===== config.mk =====
export PLATFORM = sky130hd
export DESIGN_NAME = mskaes_ks_round_ctrl
export DESIGN_NICKNAME = d
export VERILOG_FILES = /design/src/rtl/mskaes_ks_pkg.sv /design/src/rtl/mskaes_ks_latcnt.sv /design/src/rtl/mskaes_ks_round_ctrl.sv
export SDC_FILE = /design/constraint.sdc
export NUM_CORES = 1
export LEC_CHECK = 0
export ABC_AREA = 1
export CORE_UTILIZATION = 40
export CTS_BUF_LIST = sky130_fd_sc_hd__clkbuf_8
export CTS_CLUSTER_SIZE = 20
export DETAILED_ROUTE_END_ITERATION = 8
export GPL_ROUTABILITY_DRIVEN = 0
export PLACE_DENSITY_LB_ADDON = 0.08
export SLEW_MARGIN = 20
export SYNTH_ARGS = -nofsm -noshare
export SYNTH_HDL_FRONTEND = slang
export SYNTH_SLANG_ARGS = --single-unit

===== constraint.sdc =====
create_clock -name clk -period 1.45 [get_ports clk]
set_input_delay 0.29 -clock clk [delete_from_list [all_inputs] [get_ports clk]]
set_output_delay 0.29 -clock clk [all_outputs]
set_load 0.02 [all_outputs]

===== src/rtl/mskaes_ks_pkg.sv =====
// Shared definitions for the masked AES-128 key-schedule control slice:
// FSM state encoding, key column indices and the round counter width.
package mskaes_ks_pkg;

  typedef enum logic [2:0] {
    ST_IDLE     = 3'd0,
    ST_LOAD     = 3'd1,
    ST_WAIT_REQ = 3'd2,
    ST_PRE      = 3'd3,
    ST_FEED     = 3'd4,
    ST_SBWAIT   = 3'd5,
    ST_UPD      = 3'd6,
    ST_ACK      = 3'd7
  } ks_state_e;

  localparam logic [1:0] COL0 = 2'd0;
  localparam logic [1:0] COL1 = 2'd1;
  localparam logic [1:0] COL2 = 2'd2;
  localparam logic [1:0] COL3 = 2'd3;

  localparam int RCNT_W = 4;

endpackage


===== src/rtl/mskaes_ks_latcnt.sv =====
// Loadable down-counter with a zero flag; times the S-box latency wait.
// Saturates at zero instead of wrapping.
module mskaes_ks_latcnt #(
  parameter int W = 3
) (
  input  logic         clk,
  input  logic         rst,
  input  logic         load,
  input  logic [W-1:0] load_val,
  input  logic         dec,
  output logic [W-1:0] cnt,
  output logic         zero
);

  always_ff @(posedge clk) begin
    if (rst) begin
      cnt <= '0;
    end else if (load) begin
      cnt <= load_val;
    end else if (dec && (cnt != '0)) begin
      cnt <= cnt - 1'b1;
    end
  end

  assign zero = (cnt == '0);

endmodule


===== src/rtl/mskaes_ks_round_ctrl.sv =====
// Control FSM for the 32-bit-per-cycle masked AES-128 key schedule. Sequences
// key load, forward/inverse round updates, the shared S-box word and rcon.
module mskaes_ks_round_ctrl
  import mskaes_ks_pkg::*;
#(
  parameter int SBOX_LAT = 4,
  parameter int NROUNDS  = 10
) (
  input  logic              clk,
  input  logic              rst,
  input  logic              start,
  input  logic              inverse,
  input  logic              round_req,
  output logic              round_ack,
  output logic              busy,
  output logic              done,
  output logic              key_load,
  output logic              col_we,
  output logic [1:0]        col_sel,
  output logic              col_use_sb,
  output logic              sb_feed,
  output logic              rcon_init,
  output logic              rcon_update,
  output logic              rcon_mask,
  output logic [RCNT_W-1:0] round_cnt,
  output logic              last_round
);

  // Handshake: round_req is a level request that the requester holds until
  // round_ack. It is sampled only in WAIT_REQ; each accepted request yields
  // exactly one single-cycle round_ack once the round key is fully updated.

  localparam int LAT_W = $clog2(SBOX_LAT + 1);
  // SBWAIT runs while the counter walks LAT_LOAD..0, i.e. SBOX_LAT-1 cycles.
  localparam logic [LAT_W-1:0] LAT_LOAD = LAT_W'((SBOX_LAT > 1) ? SBOX_LAT - 2 : 0);
  localparam logic [RCNT_W-1:0] LAST_CNT = RCNT_W'(NROUNDS - 1);

  ks_state_e         state_q, state_d;
  logic [1:0]        col_q, col_d;
  logic              inv_q;
  logic [RCNT_W-1:0] cnt_q;
  logic              cnt_clr, cnt_inc;
  logic              lat_load, lat_dec, lat_zero;
  logic [LAT_W-1:0]  lat_cnt;

  mskaes_ks_latcnt #(
    .W (LAT_W)
  ) u_latcnt (
    .clk      (clk),
    .rst      (rst),
    .load     (lat_load),
    .load_val (LAT_LOAD),
    .dec      (lat_dec),
    .cnt      (lat_cnt),
    .zero     (lat_zero)
  );

  always_ff @(posedge clk) begin
    if (rst) begin
      state_q <= ST_IDLE;
      col_q   <= COL0;
      inv_q   <= 1'b0;
      cnt_q   <= '0;
    end else begin
      state_q <= state_d;
      col_q   <= col_d;
      if (cnt_clr) begin
        inv_q <= inverse;
        cnt_q <= '0;
      end else if (cnt_inc) begin
        cnt_q <= cnt_q + 1'b1;
      end
    end
  end

  always_comb begin
    state_d     = state_q;
    col_d       = col_q;
    cnt_clr     = 1'b0;
    cnt_inc     = 1'b0;
    lat_load    = 1'b0;
    lat_dec     = 1'b0;
    round_ack   = 1'b0;
    done        = 1'b0;
    key_load    = 1'b0;
    col_we      = 1'b0;
    col_sel     = COL0;
    col_use_sb  = 1'b0;
    sb_feed     = 1'b0;
    rcon_init   = 1'b0;
    rcon_update = 1'b0;
    rcon_mask   = 1'b0;
    case (state_q)
      ST_IDLE: begin
        if (start) begin
          cnt_clr = 1'b1;
          col_d   = COL0;
          state_d = ST_LOAD;
        end
      end
      ST_LOAD: begin
        key_load  = 1'b1;
        col_we    = 1'b1;
        col_sel   = col_q;
        rcon_init = 1'b1;
        col_d     = col_q + 2'd1;
        if (col_q == COL3) state_d = ST_WAIT_REQ;
      end
      ST_WAIT_REQ: begin
        if (round_req) begin
          if (inv_q) begin
            col_d   = COL3;
            state_d = ST_PRE;
          end else begin
            state_d = ST_FEED;
          end
        end
      end
      // Inverse rounds first undo the col_i ^= col_{i-1} chain, top down,
      // so that col3 holds the previous round's value before RotWord.
      ST_PRE: begin
        col_we  = 1'b1;
        col_sel = col_q;
        col_d   = col_q - 2'd1;
        if (col_q == COL1) state_d = ST_FEED;
      end
      ST_FEED: begin
        sb_feed  = 1'b1;
        lat_load = 1'b1;
        col_d    = COL0;
        state_d  = (SBOX_LAT == 1) ? ST_UPD : ST_SBWAIT;
      end
      ST_SBWAIT: begin
        lat_dec = 1'b1;
        if (lat_zero) state_d = ST_UPD;
      end
      ST_UPD: begin
        col_we     = 1'b1;
        col_sel    = col_q;
        col_use_sb = (col_q == COL0);
        rcon_mask  = (col_q == COL0);
        col_d      = col_q + 2'd1;
        if (inv_q || (col_q == COL3)) state_d = ST_ACK;
      end
      ST_ACK: begin
        round_ack   = 1'b1;
        rcon_update = 1'b1;
        cnt_inc     = 1'b1;
        if (cnt_q == LAST_CNT) begin
          done    = 1'b1;
          state_d = ST_IDLE;
        end else begin
          state_d = ST_WAIT_REQ;
        end
      end
      default: state_d = ST_IDLE;
    endcase
  end

  assign busy       = (state_q != ST_IDLE);
  assign round_cnt  = cnt_q;
  assign last_round = (cnt_q == LAST_CNT);

endmodule


==> flow_summary_export.csv <==
group,metric,value,unit
clock_network,clk-insertion-delay-late,0.24,ns
yosys,netlist_instances,143,
route,dr.pass1.iters,4,
power,p_per_area,1700,nW/um2
place,io_buffers,21,
grt,track_usage,20.5,%
setup_path,critPathMaxStageDelay,0.37,ns
clock_network,cts_tree,"yes",
min_path,hold_path.class,"flop to flop",
finish,insertedDiodeCount,0,
grt,grt_max_degree,9,
sta,finClkSkew,0.00126,ns
setup_path,startpoint_type,"flop",
sta,timing.final.crit_period,1.43,ns
route,first_iter_violations,21,
sta,finalWorstSetupSlack,0.0242,ns
clock_network,clock_path_buffers,2,
sta,grt_setup_unrepaired,"true",
setup_path,worstPathRequired,1.16,ns
power,p_total,2.47,mW
place,dp_slack,-0.267,ns
power,leakagePower,0.750,nW
finish,multi_input_area,644,um2
yosys,synth_nets,155,
sta,slew_viol_final,0,
grt,grt_pass1_vias,929,
place,dp_cells,211,
floorplan,fp.dieW,50.3,um
setup_path,critPathTopFamily,"flip-flops",
finish,regArea,273,um2
yosys,ys_seq_area_share,27.8,%
route,vias_per_cell,4.70,
clock_network,clk_pin_slew_worst_paths,0.06,ns
finish,syn2layout_area_growth,56.0,%
grt,grt-ovfl-total,0,
finish,layout_commonest_cell,"nand2_1",
clock_network,cts.sinks,13,
clock_network,root_buffer,"clkbuf_8",
sta,setup_viol,0,
floorplan,dieArea,2530,um2
yosys,netlist_area,935,um2
sta,maxSlewHeadroom,82.8,%
sta,tightestPinTransition,0.256,ns
setup_path,crit_buf_inv,2,
route,ant_nets,0,
setup_path,rrSetupSlack,0.07,ns
yosys,synth_warnings,0,
yosys,synth.distinct_cells,24,
sta,fin_crit_sh,98.3,%
grt,grt_pass1_wl,3970,um
floorplan,std_cell_rows,17,
finish,fillCellCount,212,
place,dp_hpwl,1810,um
setup_path,critical_path.endpoint_type,"output port",
route,wire_per_inst,10.9,um
clock_network,cts_buffers,3,
finish,instances_no_fill,218,
setup_path,arrival,1.14,ns
grt,antenna_found_initial,0,
route,num_vias,1025,
finish,final_cell_mix,"nand2_1 (30), buf_4 (29), inv_1 (18), a21oi_1 (13), nor2_1 (10)",
setup_path,path_cells,"inv_2 > nand3_2 > a21oi_1 > buf_4",
floorplan,die_y,50.3,um
power,ir_worst_vdd,0.932,mV
sta,fmax,0.701,GHz
floorplan,io_pins,22,
run_status,outcome,"finished clean",
sta,hold_viol,0,
finish,nNetsFinal,203,
clock_network,h-tree-depth,1,
run,cap_viol_max_count,0,
setup_path,crit_type,"flop to output port",
yosys,avgSynthCellArea,6.54,um2
setup_path,crit_fanout,6,
floorplan,core,2210,um2
route,post-route-drc-count,0,
route,postRouteWirelength,2370,um
yosys,ys_seq_elements,13,
finish,drive_above_1_share,44.2,%
clock_network,hold_buffers,0,
setup_path,cp_slowest_cell,"dfxtp_4",
floorplan,start_util,42.3,%
[final timing paths]
| path | endpoint | start | cells past startpoint |
|---|---|---|---|
| worst max register to register | state_q[0] | state_q[1] | 10 |
| worst min-delay path | inv_q | inv_q | 2 |
| worst max-delay path | col_sel[0] | state_q[0] | 4 |
| worst min register to register | inv_q | inv_q | 2 |
[sequential cells by signal, summed over array words and instances (netlist names)]
register / count
u_latcnt.cnt: 3
col_q: 2
state_q: 3
round_cnt: 4
inv_q: 1
[power breakdown]
part | switching (mW) | internal (mW) | leakage [nW]
combinational | 0.886 | 0.721 | 0.614
clock | 0.136 | 0.187 | 0.0269
sequential | 0.0916 | 0.449 | 0.109
[timing repair]
action,4_1_cts,5_1_grt
setup buffers,0,3
pin swaps,0,9
endpoints found under the setup margin,18,17
gates resized for setup,59,39
[area by class of cell]
type                       instances  share of cell area [%]
clock buffer                       3                    2.83
multi-input combinational        101                    44.2
sequential                        13                    18.7
clock inverter                     1                   0.258
timing repair buffer              49                    25.5
inverter                          23                    6.09
tap                               28                    2.40
[synth_stat cells]
cell type | number | share of area, %
nand2_1 | 33 | 13
o211ai_1 | 2 | 1.6
o21a_1 | 1 | 0.80
nand3b_1 | 1 | 0.80
nand3_1 | 8 | 4.3
dfxtp_1 | 13 | 28
nor2_4 | 1 | 1.2
ha_1 | 7 | 9.4
inv_1 | 21 | 8.4
nand3_2 | 2 | 2.1
a21oi_1 | 14 | 7.5
o21ai_0 | 5 | 2.7
nor2_1 | 16 | 6.4
nand3b_2 | 1 | 1.2
or2_2 | 2 | 1.3
o21ai_1 | 1 | 0.53
nor2_2 | 2 | 1.3
nand2_2 | 2 | 1.3
or2_0 | 1 | 0.67
inv_2 | 2 | 0.80
buf_4 | 5 | 4.0
o22ai_1 | 1 | 0.67
nor3_1 | 1 | 0.53
buf_6 | 1 | 1.2
[routing by layer]
metal  track usage [%]  vias up  wire, um
met1              26.3      455      1130
met5                 0        -         0
li1                  -      549         -
met3              3.03        2        88
met2              34.7       19      1150
met4              6.94        0         9
[through the flow]
step | setup TNS [ns] | utilization (%) | hold slack [ns] | instance area, um2
after CTS | -0.151 | 60.9 | 0.492 | 1350
after floorplan | 0 | - | 0.359 | 945
final | 0 | 65.9 | 0.532 | 1460
after global placement | -2.17 | 60.1 | 0.465 | 1330
after global routing | -0.126 | 65.9 | 0.556 | 1460
after detailed placement | -2.68 | 60.1 | 0.485 | 1330
[worst reg2reg max path: cells and delay by family, from the launching register on]
| family | cells | cell delay, ns |
|---|---|---|
| simple gates | 7 | 0.63 |
| flops | 1 | 0.37 |
| buf+inv | 3 | 0.28 |
[cell families after synthesis]
kind of cell             count (synthesis)  synth area share (%)
buffers and inverters                   29                  14.5
AND/OR/NAND/NOR                         70                  34.5
adder cells (fa/ha/maj)                  7                  9.37
flip-flops                              13                  27.8
AO/OA/AOI/OAI                           24                  13.8
Note: power is estimated with default switching activity, not from simulation.
